**src/rtl/tl_pkg.sv**
```systemverilog
// tl_pkg: shared types and constants for the intersection phase scheduler.
//   phase_e  : controller phase, encoded ALLRED=0, GREEN=1, YELLOW=2
//   LAMP_W   : width of one approach's lamp field
//   LAMP_*   : one-hot lamp codes (red / yellow / green)
//   lamp_for : lamp code for one approach given the phase and ownership
package tl_pkg;

  localparam int unsigned LAMP_W = 3;

  typedef enum logic [1:0] {
    PH_ALLRED = 2'd0,
    PH_GREEN  = 2'd1,
    PH_YELLOW = 2'd2
  } phase_e;

  localparam logic [LAMP_W-1:0] LAMP_RED = 3'b100;
  localparam logic [LAMP_W-1:0] LAMP_YEL = 3'b010;
  localparam logic [LAMP_W-1:0] LAMP_GRN = 3'b001;

  // Approaches that do not own the intersection are always red; the owner
  // shows green or yellow, and nobody is lit in all-red.
  function automatic logic [LAMP_W-1:0] lamp_for(input phase_e ph, input logic own);
    logic [LAMP_W-1:0] lamp;
    lamp = LAMP_RED;
    if (own) begin
      case (ph)
        PH_GREEN:  lamp = LAMP_GRN;
        PH_YELLOW: lamp = LAMP_YEL;
        default:   lamp = LAMP_RED;
      endcase
    end else begin
      lamp = LAMP_RED;
    end
    return lamp;
  endfunction

endpackage

```
**src/rtl/tl_rr_pick.sv**
```systemverilog
// tl_rr_pick: combinational round-robin picker.
//   req       in  N_APPR : level requests
//   cur_idx   in  IDX_W  : current owner (excluded from the search)
//   nxt       out IDX_W  : first requester after cur_idx, wrapping; cur_idx if none
//   any_other out 1      : some approach other than cur_idx is requesting
module tl_rr_pick #(
  parameter int unsigned N_APPR = 4,
  localparam int unsigned IDX_W = (N_APPR > 1) ? $clog2(N_APPR) : 1
) (
  input  logic [N_APPR-1:0] req,
  input  logic [IDX_W-1:0]  cur_idx,
  output logic [IDX_W-1:0]  nxt,
  output logic              any_other
);

  logic [IDX_W-1:0] cand_s;

  // Scan from the farthest offset back to the nearest so that the nearest
  // requester after cur_idx is the last (winning) assignment.
  always_comb begin
    nxt       = cur_idx;
    any_other = 1'b0;
    cand_s    = {IDX_W{1'b0}};
    for (int k = N_APPR - 1; k >= 1; k--) begin
      cand_s    = IDX_W'((int'(cur_idx) + k) % N_APPR);
      nxt       = req[cand_s] ? cand_s : nxt;
      any_other = any_other | req[cand_s];
    end
  end

endmodule

```
**src/rtl/tl_phase_scheduler.sv**
```systemverilog
// tl_phase_scheduler: N-approach signalised intersection controller.
// Grants green to one approach at a time in round-robin order, enforcing
// minimum/maximum green, yellow and all-red clearance dwell times.
//   clk         in  1         : clock, rising edge
//   rst_n       in  1         : asynchronous active-low reset
//   req         in  N_APPR    : per-approach level request
//   preempt     in  1         : (TL_PREEMPT_EN only) force service of preempt_idx
//   preempt_idx in  IDX_W     : (TL_PREEMPT_EN only) approach to preempt to
//   light       out 3*N_APPR  : lamp per approach, slice i = light[3i+2:3i]
//   cur_idx     out IDX_W     : owner (green/yellow) or target (all-red)
//   phase       out 2         : ALLRED=0, GREEN=1, YELLOW=2
// Optional feature macro: TL_PREEMPT_EN (adds the preempt ports).
module tl_phase_scheduler
  import tl_pkg::*;
#(
  parameter int unsigned N_APPR    = 4,
  parameter int unsigned CNT_W     = 8,
  parameter int unsigned MIN_GREEN = 8,
  parameter int unsigned MAX_GREEN = 32,
  parameter int unsigned YELLOW_T  = 4,
  parameter int unsigned ALLRED_T  = 2,
  localparam int unsigned IDX_W    = (N_APPR > 1) ? $clog2(N_APPR) : 1
) (
  input  logic                       clk,
  input  logic                       rst_n,
  input  logic [N_APPR-1:0]          req,
`ifdef TL_PREEMPT_EN
  input  logic                       preempt,
  input  logic [IDX_W-1:0]           preempt_idx,
`endif
  output logic [LAMP_W*N_APPR-1:0]   light,
  output logic [IDX_W-1:0]           cur_idx,
  output logic [1:0]                 phase
);

  // Terminal counts are "dwell - 1" because the timer starts at 0 on entry.
  localparam logic [CNT_W-1:0] TMR_MIN = CNT_W'(MIN_GREEN - 1);
  localparam logic [CNT_W-1:0] TMR_MAX = CNT_W'(MAX_GREEN - 1);
  localparam logic [CNT_W-1:0] TMR_YEL = CNT_W'(YELLOW_T - 1);
  localparam logic [CNT_W-1:0] TMR_AR  = CNT_W'(ALLRED_T - 1);
  localparam logic [CNT_W-1:0] TMR_ONE = CNT_W'(1);

  phase_e                     state_q, state_d;
  logic [CNT_W-1:0]           tmr_q, tmr_d;
  logic [IDX_W-1:0]           cur_idx_q, cur_idx_d;
  logic [IDX_W-1:0]           nxt_q, nxt_d;
  logic [LAMP_W*N_APPR-1:0]   light_q, light_d;

  logic [IDX_W-1:0]           pick_nxt_s;
  logic                       any_other_s;
  logic                       cur_req_s;
  logic [CNT_W-1:0]           tmr_sat_s;
  logic                       preempt_s;
  logic [IDX_W-1:0]           pidx_s;

`ifdef TL_PREEMPT_EN
  assign preempt_s = preempt;
  assign pidx_s    = preempt_idx;
`else
  assign preempt_s = 1'b0;
  assign pidx_s    = {IDX_W{1'b0}};
`endif

  tl_rr_pick #(.N_APPR(N_APPR)) u_pick (
    .req       (req),
    .cur_idx   (cur_idx_q),
    .nxt       (pick_nxt_s),
    .any_other (any_other_s)
  );

  assign cur_req_s = req[cur_idx_q];
  // Green timer stops at the max-green terminal so a long uncontested rest
  // can never wrap back below the min/max thresholds.
  assign tmr_sat_s = (tmr_q >= TMR_MAX) ? tmr_q : (tmr_q + TMR_ONE);

  // Next-state, timer, owner and committed-target logic.
  always_comb begin
    state_d   = state_q;
    tmr_d     = tmr_q;
    cur_idx_d = cur_idx_q;
    nxt_d     = nxt_q;
    case (state_q)
      PH_ALLRED: begin
        if (preempt_s) begin
          cur_idx_d = pidx_s;
        end else begin
          cur_idx_d = cur_idx_q;
        end
        if (tmr_q == TMR_AR) begin
          state_d = PH_GREEN;
          tmr_d   = {CNT_W{1'b0}};
        end else begin
          tmr_d   = tmr_q + TMR_ONE;
        end
      end
      PH_GREEN: begin
        if (preempt_s && (cur_idx_q != pidx_s)) begin
          state_d = PH_YELLOW;
          nxt_d   = pidx_s;
          tmr_d   = {CNT_W{1'b0}};
        end else if (preempt_s) begin
          // Preempted approach already green: hold regardless of max green.
          tmr_d   = tmr_sat_s;
        end else if (any_other_s && (tmr_q >= TMR_MIN) &&
                     (!cur_req_s || (tmr_q >= TMR_MAX))) begin
          state_d = PH_YELLOW;
          nxt_d   = pick_nxt_s;
          tmr_d   = {CNT_W{1'b0}};
        end else begin
          tmr_d   = tmr_sat_s;
        end
      end
      PH_YELLOW: begin
        if (preempt_s) begin
          nxt_d = pidx_s;
        end else begin
          nxt_d = nxt_q;
        end
        if (tmr_q == TMR_YEL) begin
          state_d   = PH_ALLRED;
          cur_idx_d = nxt_d;
          tmr_d     = {CNT_W{1'b0}};
        end else begin
          tmr_d     = tmr_q + TMR_ONE;
        end
      end
      default: begin
        state_d   = PH_ALLRED;
        tmr_d     = {CNT_W{1'b0}};
        cur_idx_d = {IDX_W{1'b0}};
      end
    endcase
  end

  // Lamp decode from the next registered state so the lamps are themselves
  // flops yet change on the same edge as phase/cur_idx.
  always_comb begin
    light_d = {N_APPR{LAMP_RED}};
    for (int i = 0; i < N_APPR; i++) begin
      light_d[LAMP_W*i +: LAMP_W] = lamp_for(state_d, cur_idx_d == IDX_W'(i));
    end
  end

  // State registers; reset restarts the sequence in all-red toward approach 0.
  always_ff @(posedge clk or negedge rst_n) begin
    if (!rst_n) begin
      state_q   <= PH_ALLRED;
      tmr_q     <= {CNT_W{1'b0}};
      cur_idx_q <= {IDX_W{1'b0}};
      nxt_q     <= {IDX_W{1'b0}};
      light_q   <= {N_APPR{LAMP_RED}};
    end else begin
      state_q   <= state_d;
      tmr_q     <= tmr_d;
      cur_idx_q <= cur_idx_d;
      nxt_q     <= nxt_d;
      light_q   <= light_d;
    end
  end

  assign light   = light_q;
  assign cur_idx = cur_idx_q;
  assign phase   = state_q;

endmodule

```
**config.mk**
```make
export PLATFORM = sky130hd
export DESIGN_NAME = tl_phase_scheduler
export DESIGN_NICKNAME = d
export VERILOG_FILES = /design/src/rtl/tl_pkg.sv /design/src/rtl/tl_rr_pick.sv /design/src/rtl/tl_phase_scheduler.sv
export SDC_FILE = /design/constraint.sdc
export NUM_CORES = 1
export LEC_CHECK = 0
export BUFFER_PORTS_ARGS = -buffer_cell sky130_fd_sc_hd__buf_4
export CAP_MARGIN = 20
export CELL_PAD_IN_SITES_DETAIL_PLACEMENT = 0
export CELL_PAD_IN_SITES_GLOBAL_PLACEMENT = 2
export CORE_UTILIZATION = 35
export CTS_CLUSTER_DIAMETER = 60
export DETAILED_ROUTE_END_ITERATION = 7
export MAX_ROUTING_LAYER = met4
export PLACE_DENSITY = 0.78
export SLEW_MARGIN = 20
export SYNTH_ARGS = -nofsm -noshare
export SYNTH_HDL_FRONTEND = slang
export SYNTH_SLANG_ARGS = --single-unit
export TNS_END_PERCENT = 20
```
**constraint.sdc**
```tcl
create_clock -name clk -period 2.7 [get_ports clk]
set_input_delay 0.27 -clock clk [delete_from_list [all_inputs] [get_ports clk]]
set_output_delay 0.27 -clock clk [all_outputs]
set_load 0.05 [all_outputs]
```
After elaboration in Yosys (flattened, before gate mapping)
Cells that the tools add are included.
{"block": "op_classes", "add_sub_neg": 4, "n_lt_le_gt_ge": 6, "eq_ne": 10, "n_mux": 27, "bitwise_logic": 2, "n_reduce_logical": 8}
{"cell": "8-bit 2-to-1 mux", "n": 4}
{"cell": "8-bit one-hot mux with 3 select lines", "n": 1}
{"cell": "2-bit 2-to-1 mux", "n": 7}
{"cell": "2-bit by 3-bit < comparator with 1-bit output (second input constant)", "n": 4}
{"cell": "3-bit 2-to-1 mux", "n": 4}
{"cell": "8-bit by 1-bit adder with 8-bit output (second input constant)", "n": 1}
{"cell": "1-bit binary-select mux with 2-bit select", "n": 4}
{"cell": "2-bit == test (second input constant)", "n": 4}
{"cell": "8-bit by 1-bit == test with 1-bit output (second input constant)", "n": 1}
{"cell": "8-bit by 2-bit == test with 1-bit output (second input constant)", "n": 1}
{"cell": "8-bit by 3-bit >= comparator with 1-bit output (second input constant)", "n": 1}
{"cell": "8-bit by 5-bit >= comparator with 1-bit output (second input constant)", "n": 1}
{"cell": "2-bit by 1-bit == test with 1-bit output (second input constant)", "n": 3}
{"cell": "2-bit one-hot mux with 3 select lines", "n": 1}
{"cell": "3-bit one-hot mux with 2 select lines", "n": 1}
{"cell": "2-bit adder (second input constant)", "n": 2}
{"cell": "2-bit zero test", "n": 2}
{"cell": "1-bit 2-to-1 mux", "n": 4}
{"cell": "2-bit one-hot mux with 2 select lines", "n": 1}
{"cell": "3-bit inequality test (second input constant)", "n": 1}
{"cell": "2-bit by 1-bit adder with 2-bit output (second input constant)", "n": 1}
{"cell": "1-bit logical AND", "n": 2}
{"cell": "1-bit bitwise OR", "n": 2}
{"cell": "2-bit AND reduction", "n": 1}
{"cell": "other kinds (3)", "n": 3}
{"block": "totals", "regBits": 26, "inputBits": 6, "out_inout_bits": 16, "wordCells": 62}

Logic depth before layout (Yosys ltp)
{"block": "depth", "depth_word": 12, "mapped_depth": 10, "ltp_nobuf": 9}

Cells and area by module
From an unflattened synthesis, not the netlist that was laid out.
{"block": "hier_totals", "cells_unflattened": 145, "area_unflattened_um2": 1441.4}
{"module": "tl_phase_scheduler", "n_inst": 1, "cells_per_inst": 127, "area_each_um2": 1326.3, "seq_area_each_um2": 655.6}
{"module": "tl_rr_pick", "n_inst": 1, "cells_per_inst": 18, "area_each_um2": 115.1, "seq_area_each_um2": 0.0}

Worst setup path before layout
OpenSTA, ideal clock, no wires.
{"block": "synth_timing", "kind": "reg2reg", "startpoint": "reg cur_idx_q[0], in the netlist cur_idx[0]", "endpoint": "reg light_q[5], in the netlist light[5]", "setup_ns": 0.088, "arrival_time_ns": 2.524, "required_time_ns": 2.612, "setup_slack_ns": 0.088, "stages_incl_launch_ff": 8, "path_buffers": 0, "period_less_slack_ns": 2.612, "path_cell_list": "dfrtp_1 mux4_2 o21bai_2 a21oi_4 nor3_4 a21o_2 ha_1 or3b_1"}
{"block": "synth_between", "elab_chain_cells": 12, "elab_cells_between_ends": 26, "classes_between": "add/sub (3); eq/ne (3); mux (14); bitwise (2); reduce/logical (4)"}
{"item": "from (decl)", "line_no": "tl_phase_scheduler.sv:45", "text": "logic [IDX_W-1:0] cur_idx_q, cur_idx_d;"}
{"item": "from (signal assigned)", "line_no": "tl_phase_scheduler.sv:149", "text": "cur_idx_q <= {IDX_W{1'b0}};"}
{"item": "from (signal assigned)", "line_no": "tl_phase_scheduler.sv:155", "text": "cur_idx_q <= cur_idx_d;"}
{"item": "2-bit adder", "line_no": "tl_rr_pick.sv:25", "text": "cand_s = IDX_W'((int'(cur_idx) + k) % N_APPR);"}
{"item": "1-bit binary-select mux with 2-bit select", "line_no": "tl_rr_pick.sv:27", "text": "any_other = any_other | req[cand_s];"}
{"item": "1-bit 2-to-1 mux (not written as such)", "line_no": "tl_rr_pick.sv:27"}
{"item": "1-bit bitwise OR (2 in series)", "line_no": "tl_rr_pick.sv:27"}
{"item": "1-bit logical AND", "line_no": "tl_phase_scheduler.sv:104", "text": "end else if (any_other_s && (tmr_q >= TMR_MIN) &&"}
{"item": "1-bit logical AND *", "line_no": "tl_phase_scheduler.sv:104"}
{"item": "2-bit 2-to-1 mux *", "line_no": "tl_phase_scheduler.sv:104"}
{"item": "2-bit one-hot mux with 3 select lines *", "line_no": "tl_phase_scheduler.sv:82", "text": "case (state_q)"}
{"item": "named net state_d[1]", "line_no": "tl_phase_scheduler.sv:43", "text": "phase_e state_q, state_d;"}
{"item": "2-bit == test / 2-bit by 1-bit == test with 1-bit output (equally long branches)", "line_no": "tl_pkg.sv:26", "text": "case (ph)"}
{"item": "3-bit one-hot mux with 2 select lines *", "line_no": "tl_pkg.sv:26"}
{"item": "3-bit 2-to-1 mux *", "line_no": "tl_pkg.sv:25", "text": "if (own) begin"}
{"item": "named net light_d[5]", "line_no": "tl_phase_scheduler.sv:47", "text": "logic [LAMP_W*N_APPR-1:0] light_q, light_d;"}
{"item": "to (signal assigned)", "line_no": "tl_phase_scheduler.sv:151", "text": "light_q <= {N_APPR{LAMP_RED}};"}
{"item": "to (signal assigned)", "line_no": "tl_phase_scheduler.sv:157", "text": "light_q <= light_d;"}
{"item": "to (decl)", "line_no": "tl_phase_scheduler.sv:47"}
Mark *: on every way through the listed nets, which the timed path passes. The rest lies on a longest branch. The select of a mux whose other input is x is not followed.
A chain may end at the register's enable or synchronous reset.

Worst setup path after layout
{"block": "layout_timing", "startpoint": "reg cur_idx_q[0], in the netlist cur_idx[0]", "endpoint": "reg light_q[2], in the netlist light[2]"}
Same word-level chain as after synthesis.

==> impl_metrics.yaml <==
finish:
  area_delta_synth_final_pct: 20.1
  drive_gt1_frac: 0.253
  final_nets: 173
  fill_cells: 360
  final_cell_area_sq_um: 1700
  final_common_cell: "buf_4"
  n_antenna_cell: 0
  final_util: 0.452
  layout_common_cells: "buf_4, dfrtp_1, nand2_1"
sta:
  hold-worst-slack_ns: 0.355
  worst_pin_slew_ns: 0.574
  slew_violations: 0
  max-slew-margin-rel: 0.614
  hold_violations: 0
  setup_viol: 0
  skew_ns: 0.00528
  finalCritPeriodShare: 0.909
  layout_min_cycle_time_ns: 2.46
  rsz0062_at_grt: "no"
  fmax_mhz: 407
  setup_tns_ns: 0
yosys:
  syn_inst: 140
  synth_edf_count: 0
  synthTopCellsByArea: "dfrtp_1, dfstp_2, a21oi_1"
  ys_ff_latch: 26
  synth_top_area_share: 0.388
  synth_flop_cell: "dfrtp_1"
  yosys_warnings: 0
  synth_area_sq_um: 1420
  synth_cell_types: 46
  postSynth.asyncResetShare: 1.00
  synth_top_cell_by_area: "dfrtp_1"
  syn-num-nets: 150
  ys_seq_area_frac: 0.462
  synth.avg_cell_area_sq_um: 10.1
clock_network:
  clock_latency_ns: 0.28
  hold_buffers: 1
  clock_sinks: 26
  cts_resized: 0
  cts-root-buf: "clkbuf_8"
  cts_made_buffers: 3
  cts_max_level: 1
  clk_path_buf_depth: 2
  cts_tree: "built"
  cts.clk_slew.worst_paths_ns: 0.09
  post_cts_buffers: 0
placement:
  gp_congestion: 0.820
  port-buffer-count: 21
  dpl_cell_area_sq_um: 1620
  post-dp-hpwl_mm: 2.27
die:
  rows: 22
  die_w_microns: 65.7
  die_y_microns: 65.7
  dieArea_sq_um: 4310
  io_pins: 22
  start_util: 0.376
  core_sq_um: 3770
grt:
  gr-total-overflow: 0
  grt_pass1_wl_mm: 5.50
  grt_usage: 0.171
  antenna_found_initial: 0
  grt_max_degree: 27
  grt_pass1_vias: 1167
pwr:
  switching_share: 0.461
  power.internal_uw: 1130
  p_leak_uw: 0.000756
  comb_power_share: 0.534
  peakVddDrop_mv: 0.550
  power_frac_seq: 0.311
  p_switching_uw: 970
  p_per_area_nw_per_um2: 1230
  clock_power_share: 0.155
detailed_routing:
  routedWlPerCell_microns: 14.9
  antenna_left: 0
  vias_per_cell: 5.51
  drt_iter0_markers: 108
  dr.pass1.iters: 4
  vias: 1158
  totalWireLength_mm: 3.13
  drc: 0
status:
  status: "finished clean"
job:
  max_cap_viol_count: 0
setup_path:
  critPathKind: "register to register"
  critPathMaxFanout: 7
  arrival_ns: 2.66
  cp.required_ns: 2.90
  worstSetupEndpointType: "register"
  cp-start-kind: "register"
min_path:
  hp-class: "primary input to register"
==> stage by stage <==
| step | std cells | power [uW] | setup slack [ns] |
|---|---|---|---|
| 6_report | 210 | 2100 | 0.245 |
| 3_5_place_dp | 205 | 1780 | 0.230 |
| 4_1_cts | 210 | 2120 | 0.220 |
| 5_1_grt | 210 | 2250 | 0.0886 |
| 2_1_floorplan | 140 | 1480 | 0.0878 |
| 3_3_place_gp | 205 | 1770 | 0.327 |
==> synth_stat cells, drive strengths merged (4+ instances only) <==
library cell and count:
nand3 4, nor3b 4, dfrtp 22, a31oi 4
a21oi 11, inv 7, nand2 11, nor3 8
o21ai 8, dfstp 4, nor2 5, buf 4
ha 4
==> power groups by stage <==
stage                     sequential (uW)  combinational (uW)  clock, uW
final                                 654                1120        326
after global routing                  673                1230        346
after CTS                             649                1130        338
after detailed placement              655                1120          0
after global placement                654                1120          0
after floorplan                       828                 657          0
==> registers in the layout, summed over array words and instances (netlist names) <==
register  cells
phase         2
light        12
tmr_q         8
cur_idx       2
nxt_q         2
==> worst max-delay path, stage by stage, from the launching register on <==
cell	delay (ns)
dfrtp_1	0.47
mux4_2	0.56
o21bai_2	0.19
a21oi_4	0.11
nor3_4	0.29
a21o_2	0.15
ha_1	0.25
or3_1	0.37
==> logic make-up after synthesis <==
kind of cell / share of synthesized area
adders and majority gates: 0.0353
DFF: 0.462
AOI/OAI and AO/OA: 0.216
and+or+nand+nor: 0.199
muxes: 0.0485
buffers and inverters: 0.0388
==> routing by layer <==
layer | share of wire | wire [microns] | GRT usage | vias to the layer above
li1 | - | - | - | 560
met1 | 0.48 | 1510 | 0.227 | 566
met2 | 0.46 | 1450 | 0.269 | 27
met3 | 0.043 | 135 | 0.0278 | 5
met4 | 0.011 | 34 | 0.0489 | 0
met5 | 0 | 0 | - | -
==> area by class of cell <==
class                           count  area (sq um)  share of cell area
Clock buffer                        3          41.3              0.0242
Clock inverter                      1          30.0              0.0176
Inverter                            7          26.3              0.0154
Sequential cell                    26           656               0.385
Tap cell                           48          60.1              0.0352
Multi-Input combinational cell    101           708               0.416
Timing Repair Buffer               24           183               0.107
==> final timing paths <==
| path | startpoint | slack, ns | to | cells past startpoint |
|---|---|---|---|---|
| max | cur_idx[0]$_DFF_PN0_ | 0.24 | light[2]$_DFF_PN1_ | 7 |
| min | req[3] | 0.35 | nxt_q[1]$_DFFE_PN0P_ | 3 |
| max reg2reg | cur_idx[0]$_DFF_PN0_ | 0.24 | light[2]$_DFF_PN1_ | 7 |
| min reg2reg | nxt_q[0]$_DFFE_PN0P_ | 0.52 | nxt_q[0]$_DFFE_PN0P_ | 1 |
| max in group asynchronous | rst_n | 1.97 | light[2]$_DFF_PN1_ | 2 |
| min in group asynchronous | rst_n | 0.43 | tmr_q[6]$_DFFE_PN0P_ | 2 |
Note: power is estimated with default switching activity, not from simulation.
